[src/rtl/frame_stream_reader_pkg.sv]
// Shared types and constants for the frame stream reader: FSM states,
// default frame geometry and the BRAM address width helper.
package frame_stream_pkg;

    localparam int DEFAULT_WIDTH  = 320;
    localparam int DEFAULT_HEIGHT = 240;
    localparam int FRAME_PIXELS   = DEFAULT_WIDTH * DEFAULT_HEIGHT;

    typedef enum logic [1:0] {
        IDLE,
        STREAM,
        DRAIN
    } state_t;

    // A one-pixel frame still needs a one-bit address bus.
    function automatic int addr_width(input int pixels);
        return (pixels > 1) ? $clog2(pixels) : 1;
    endfunction

endpackage

[src/rtl/frame_stream_reader_if.sv]
// Valid/ready pixel stream used between the stages of the VGA image path.
interface dstream #(
    parameter int W = 12
);
    logic [W-1:0] data;
    logic         valid;
    logic         ready;

    modport master (output data, output valid, input ready);
    modport slave  (input data, input valid, output ready);
endinterface

[src/rtl/frame_stream_reader_stream_fifo2.sv]
// Two-entry first-word-fall-through FIFO; slot0 is always the head entry.
module stream_fifo2 #(
    parameter int W = 12
) (
    input  logic         clk,
    input  logic         reset,
    input  logic         push,
    input  logic [W-1:0] push_data,
    input  logic         pop,
    output logic [W-1:0] head,
    output logic [1:0]   count
);

    logic [W-1:0] slot0;
    logic [W-1:0] slot1;
    logic [1:0]   level;
    logic         do_pop;

    assign do_pop = pop && (level != 2'd0);
    assign head   = slot0;
    assign count  = level;

    // A pop with a simultaneous push keeps the level; the new word lands behind any survivor.
    always_ff @(posedge clk or negedge reset) begin
        if (!reset) begin
            slot0 <= '0;
            slot1 <= '0;
            level <= 2'd0;
        end else begin
            case ({push, do_pop})
                2'b10: begin
                    if (level == 2'd0) begin
                        slot0 <= push_data;
                        level <= 2'd1;
                    end else if (level == 2'd1) begin
                        slot1 <= push_data;
                        level <= 2'd2;
                    end
                end
                2'b01: begin
                    slot0 <= slot1;
                    level <= level - 2'd1;
                end
                2'b11: begin
                    if (level == 2'd1) begin
                        slot0 <= push_data;
                    end else begin
                        slot0 <= slot1;
                        slot1 <= push_data;
                    end
                end
                default: ;
            endcase
        end
    end

endmodule

[src/rtl/frame_stream_reader.sv]
// Reads one raster-order frame from a 1-cycle-latency BRAM per start request
// and streams it out with valid/ready flow control.
module frame_stream_reader
    import frame_stream_pkg::*;
#(
    parameter int  W            = 12,
    parameter int  image_width  = DEFAULT_WIDTH,
    parameter int  image_height = DEFAULT_HEIGHT,
    localparam int PIXELS       = image_width * image_height,
    localparam int ADDR_W       = addr_width(PIXELS)
) (
    input  logic              clk,
    input  logic              reset,
    input  logic              start,
    output logic              busy,
    output logic              done,
    output logic [ADDR_W-1:0] bram_addr,
    output logic              bram_en,
    input  logic [W-1:0]      bram_rdata,
    dstream.master            y
);

    localparam logic [ADDR_W-1:0] LAST_ADDR = ADDR_W'(PIXELS - 1);

    state_t       state;
    state_t       state_next;
    logic         inflight;
    logic         pop;
    logic [1:0]   fifo_count;
    logic [W-1:0] fifo_head;
    logic [2:0]   pending;

    stream_fifo2 #(.W(W)) u_fifo (
        .clk       (clk),
        .reset     (reset),
        .push      (inflight),
        .push_data (bram_rdata),
        .pop       (pop),
        .head      (fifo_head),
        .count     (fifo_count)
    );

    assign y.valid = (fifo_count != 2'd0);
    assign y.data  = fifo_head;
    assign pop     = y.valid && y.ready;
    assign busy    = (state != IDLE);

    // Words the buffer must still hold after this edge; reads are only issued while a slot is free.
    assign pending = {1'b0, fifo_count} + {2'b00, inflight} - {2'b00, pop};

    always_comb begin
        state_next = state;
        bram_en    = 1'b0;
        case (state)
            IDLE: begin
                if (start) state_next = STREAM;
            end
            STREAM: begin
                bram_en = (pending < 3'd2);
                if (bram_en && (bram_addr == LAST_ADDR)) state_next = DRAIN;
            end
            DRAIN: begin
                if (pending == 3'd0) state_next = IDLE;
            end
            default: state_next = IDLE;
        endcase
    end

    always_ff @(posedge clk or negedge reset) begin
        if (!reset) begin
            state     <= IDLE;
            bram_addr <= '0;
            inflight  <= 1'b0;
            done      <= 1'b0;
        end else begin
            state    <= state_next;
            inflight <= bram_en;
            done     <= (state == DRAIN) && (state_next == IDLE);
            if ((state == IDLE) && (state_next == STREAM)) begin
                bram_addr <= '0;
            end else if (bram_en) begin
                bram_addr <= bram_addr + ADDR_W'(1);
            end
        end
    end

endmodule

[src/flat_wrapper.sv]
// flat-port wrapper written by rule: the top's interface ports become plain ports
module frame_stream_reader_flat import frame_stream_pkg::*;
#(
    parameter int  W            = 12,
    parameter int  image_width  = DEFAULT_WIDTH,
    parameter int  image_height = DEFAULT_HEIGHT,
    localparam int PIXELS       = image_width * image_height,
    localparam int ADDR_W       = addr_width(PIXELS)
)
  (clk, reset, start, busy, done, bram_addr, bram_en, bram_rdata, y_data, y_valid, y_ready);
  dstream #(.W(W)) y_i ();
  input  logic clk;
  input  logic reset;
  input  logic start;
  output logic busy;
  output logic done;
  output logic [ADDR_W-1:0] bram_addr;
  output logic bram_en;
  input  logic [W-1:0] bram_rdata;
  output wire logic [$bits(y_i.data)-1:0] y_data;
  output wire logic [$bits(y_i.valid)-1:0] y_valid;
  input wire logic [$bits(y_i.ready)-1:0] y_ready;
  assign y_data = y_i.data;
  assign y_valid = y_i.valid;
  assign y_i.ready = y_ready;
  frame_stream_reader #(.W(W), .image_width(image_width), .image_height(image_height)) u_core (.clk(clk), .reset(reset), .start(start), .busy(busy), .done(done), .bram_addr(bram_addr), .bram_en(bram_en), .bram_rdata(bram_rdata), .y(y_i));
endmodule
[config.mk]
export PLATFORM = sky130hd
export DESIGN_NAME = frame_stream_reader_flat
export DESIGN_NICKNAME = d
export VERILOG_FILES = /design/src/rtl/frame_stream_reader_pkg.sv /design/src/rtl/frame_stream_reader_if.sv /design/src/rtl/frame_stream_reader_stream_fifo2.sv /design/src/rtl/frame_stream_reader.sv /design/src/flat_wrapper.sv
export SDC_FILE = /design/constraint.sdc
export NUM_CORES = 1
export LEC_CHECK = 0
export CAP_MARGIN = 20
export CORE_MARGIN = 4
export CORE_UTILIZATION = 51
export DETAILED_ROUTE_END_ITERATION = 6
export GPL_TIMING_DRIVEN = 0
export PLACE_DENSITY = 0.89
export SLEW_MARGIN = 20
export SYNTH_ARGS = -nofsm -noshare
export SYNTH_HDL_FRONTEND = slang
export SYNTH_HIERARCHICAL = 1
export SYNTH_SLANG_ARGS = --single-unit
[constraint.sdc]
create_clock -name clk -period 3.5 [get_ports clk]
set_clock_uncertainty 0.1 [all_clocks]
set_input_delay 0.7 -clock clk [delete_from_list [all_inputs] [get_ports clk]]
set_output_delay 0.7 -clock clk [all_outputs]
set_load 0.01 [all_outputs]
# == Word-level counts from Yosys, hierarchy flattened ==
# Index checks and enable logic that the tools add are counted.
# word_totals
regBits,47
latchBits,0
ram_bits,0
rom_bits,0
inputBits,16
output_inout_bits,33
word_cells,58
n_memories,0
# classes
addsub,4
n_mul,0
div,0
n_lt_le_gt_ge,1
n_eq_ne,12
n_shift,0
n_mux,16
bitwise,0
n_reduce_logical,18
# ops
op,n
12-bit two-way mux,4
12-bit case mux with 3 select lines,1
17-bit two-way mux,2
12-bit case mux with 2 select lines,1
17-bit by 1-bit adder with 17-bit output (second input constant),1
17-bit == test (second input constant),1
2-bit two-way mux,5
2-bit nonzero test,5
2-bit by 1-bit == test with 1-bit output (second input constant),4
2-bit == test (second input constant),3
2-bit logical NOT,3
2-bit != test (second input constant),3
2-bit case mux with 3 select lines,1
1-bit logical AND,5
2-bit case mux with 2 select lines,1
2-bit AND reduction,2
2-bit by 1-bit adder with 3-bit output,1
3-bit logical NOT,1
3-bit by 2-bit less-than comparator with 1-bit output (second input constant),1
3-bit != test (second input constant),1
3-bit AND reduction,1
3-bit nonzero test,1
3-bit by 1-bit subtractor with 3-bit output,1
2-bit by 1-bit subtractor with 2-bit output (second input constant),1
1-bit two-way mux,1

# == Longest topological paths before layout ==
# depth
ltp_word,10
mapped_depth,12
ltp_nobuf,12

# == By module ==
# The synthesis kept the hierarchy.
# modules_own_cells
mod,instances,cells_per_inst,area_each_um2,seq_area_each_um2
stream_fifo2,1,101,1285.0,650.6
frame_stream_reader,1,121,1173.6,525.5

# == Least setup slack after synthesis ==
# Ideal clock, no wire load.
# synth_path
path_type,register -> output
start,"register u_core.u_fifo.level[0], in the netlist u_core/u_fifo/count[0]"
end,output port bram_en
arrival_ns,2.472
required_ns,2.700
slack_ns,0.228
stages_incl_launch_ff,11
path_buffers,0
cell_sequence,dfrtp_1 or2_2 and2_1 ha_1 inv_1 ha_1 inv_1 fa_1 xnor2_1 nand2_1 inv_1
# synth_via
elab_chain_len,5
elab_cells_between_ends,6
classes_between,add/sub (2); order compare (1); mux (1); reduce/logical (2)
# synth_rtl
element,line,source
"start, declared",frame_stream_reader_stream_fifo2.sv:16,logic [1:0] level;
"start signal, assigned",frame_stream_reader_stream_fifo2.sv:42,level <= level - 2'd1;
2-bit nonzero test,frame_stream_reader.sv:43,assign y.valid = (fifo_count != 2'd0);
via y_valid,flat_wrapper.sv:21,output wire logic [$bits(y_i.valid)-1:0] y_valid;
1-bit logical AND,frame_stream_reader.sv:45,assign pop = y.valid && y.ready;
via u_core.pop,frame_stream_reader.sv:28,logic pop;
3-bit by 1-bit subtractor with 3-bit output,frame_stream_reader.sv:49,"assign pending = {1'b0, fifo_count} + {2'b00, inflight} - {2'b00, pop};"
3-bit by 2-bit less-than comparator with 1-bit output,frame_stream_reader.sv:59,bram_en = (pending < 3'd2);
1-bit two-way mux,frame_stream_reader.sv:54,case (state)
"end, declared",flat_wrapper.sv:18,output logic bram_en;
# The timed path passes the listed nets, and every way through them passes these cells.

# == Final worst setup path ==
# layout_path
start,"register u_core.u_fifo.level[0], in the netlist u_core/u_fifo/count[0]"
end,output port bram_en
# layout_via
elab_chain_len,5
elab_cells_between_ends,6
classes_between,add/sub (2); order compare (1); mux (1); reduce/logical (2)
# layout_rtl
element,line
2-bit nonzero test,frame_stream_reader.sv:43
1-bit logical AND,frame_stream_reader.sv:45
via u_core.pop,frame_stream_reader.sv:28
3-bit by 1-bit subtractor with 3-bit output,frame_stream_reader.sv:49
3-bit by 2-bit less-than comparator with 1-bit output,frame_stream_reader.sv:59
1-bit two-way mux,frame_stream_reader.sv:54
# The timed path passes the listed nets, and every way through them passes these cells.

==> metrics.yaml <==
status: "completed"
fmax_mhz: 293
route.top_layer_used: "met4"
synthCells: 222
final-setup-viol-count: 0
slew_headroom: 0.605
clkSinkCount: 47
drt_iter0_markers: 203
wire_per_inst_um: 18.3
slew_violations: 0
layout_setup_ws_ns: 0.0860
firstDrtPassIters: 4
total_power_mw: 2.82
critPathRequiredTime_ns: 2.70
yosys_register_bits: 47
cts_tree: "built"
cap_viol_max_count: 0
num_rows: 24
hold_class: "input pin to asynchronous set/reset pin"
die_h_um: 77.4
cp_max_fo: 2
crit_type: "flip-flop to output pin"
end_kind: "output pin"
hpwlAfterDp_um: 4170
place_ws_ns: -0.835
synth_nets: 245
grt_pass1_vias: 2219
synth.cell_area_um2: 2460
clk_pin_slew_ns: 0.08
finalNetCount: 310
diodes: 0
leakagePower_nw: 1.38
ys_types: 48
vias: 2069
powerDensity_nw_per_um2: 868
drc_errors: 0
syn_avg_cell_area_um2: 11.1
crit_path_start_kind: "flip-flop"
max-vdd-ir-drop_v: 0.000429
ant_nets: 0
final_cell_mix: "45 x clkdlybuf4s50_1, 45 x dfrtp_1, 15 x a21oi_1, 13 x inv_1, 11 x nand2_1"
h-tree-depth: 2
num_io_pins: 49
arrival_ns: 2.61
antenna_found_initial: 0
synthArstFlopShare: 1.00
clockBufferDepth: 2
wl_met2_um: 3010
die_w_um: 77.4
wl_met1_um: 2600
wl_um: 6210
rsz0062_at_grt: "no"
place_congestion: 0.864
whs_ns: 0.286
vias_per_cell: 6.09
ys_warn_count: 6
die-area_um2: 6000
fin_crit_sh: 0.975
yosysSeqAreaShare: 0.478
tightest_slew_ns: 0.592
synth_area_leaders: "dfrtp_1 48%, mux2_2 3.7%, a21oi_1 3.1%"
synth_top_area_frac: 0.478
overflow: 0
fin_crit_ns: 3.41
cts_inserted_buffers: 5
initial_core_util: 0.546
area_growth_pct: 32.2
synth_ff_type: "dfrtp_1"
cts-root-buf: "clkbuf_8"
port_buffers: 48
drive_gt1_frac: 0.212
grt_pass1_wl_um: 10400
grt.total_usage: 0.216
core_area_um2: 4500
grt_max_degree: 25
wl_met3_um: 353
hold_viol_final: 0
clk_latency_ns: 0.31
tns_ns: 0
yosysTopAreaCell: "dfrtp_1"
synth-edff-count: 0
[per-stage QoR]
stage / std cells / area, um^2 / util
final: 340 / 3250 / 0.721
after global routing: 340 / 3250 / 0.721
after CTS: 337 / 3190 / 0.709
after detailed placement: 323 / 3030 / 0.672
after global placement: 322 / 3000 / 0.667
after floorplan: 222 / 2460 / -
[registers in the layout (all words and copies together) (netlist names)]
name	flops
u_core/u_fifo/count	2
u_core/bram_addr	17
u_core/u_fifo/head	12
u_core/done	1
u_core/state	2
u_core/inflight	1
u_core/u_fifo/slot1	12
[critical path, stage by stage, from the launching register on]
cell and delay [ns]:
dfrtp_2 0.41, or2_4 0.26, and2_4 0.17, ha_4 0.21
inv_2 0.07, ha_4 0.12, inv_2 0.04, fa_1 0.55
and3b_2 0.23, nand2_4 0.07, inv_4 0.08, buf_6 0.10
[worst paths after layout]
path,start,end,slack [ns],cells past startpoint
max,u_core/u_fifo/count[0],bram_en,0.09,11
min,reset,u_core/u_fifo/slot1[8],0.29,1
max reg2reg,u_core/u_fifo/count[0],u_core/bram_addr[7],0.15,13
min reg2reg,u_core/u_fifo/slot1[8],u_core/u_fifo/slot1[8],0.40,1
max in group asynchronous,reset,u_core/bram_addr[12],2.50,2
min in group clk,u_core/u_fifo/slot1[8],u_core/u_fifo/slot1[8],0.40,1
[power breakdown]
| group | internal [mW] | switching [mW] |
|---|---|---|
| sequential | 0.740 | 0.130 |
| combinational | 0.817 | 0.770 |
| clock | 0.180 | 0.183 |
[routing by layer]
layer,track usage,up-vias
li1,-,952
met1,0.266,1015
met2,0.351,84
met3,0.0382,18
met4,0.137,0
met5,0,-
[cells by family (layout without fill, tap and decap cells)]
group,Yosys count,after routing,synth area share
compound gates,49,49,0.153
xor+xnor,4,4,0.0143
fa+ha+maj,7,7,0.0387
buf+inv,24,90,0.0509
flops,47,47,0.478
mux,13,13,0.0580
simple gates,78,78,0.207
[area by class of cell]
| type | count | area [um^2] |
|---|---|---|
| clock buffers | 8 | 100 |
| plain buffers | 8 | 65.1 |
| well taps | 52 | 65.1 |
| fillers | 305 | 1250 |
| repair buffers | 58 | 574 |
| inverters | 16 | 62.6 |
| flip-flops and latches | 47 | 1180 |
| multi-input cells | 151 | 1200 |
[synth_stat cells (all sizes together), types with 7 or more instances]
library cell,count
dfrtp,47
a21oi,18
inv,16
nand2,12
and2,11
mux2,10
o31ai,9
nand3,8
or4,8
a221o,7
[repair_timing]
item / CTS / global route
buffers inserted: 6 / 3
resized for setup: 13 / 8
pin swaps: 2 / 3
setup endpoints to repair: 1 / 6
hold buffers: 0 / 0
gates cloned: 0 / 0
Power figures use the tool's default switching activity.
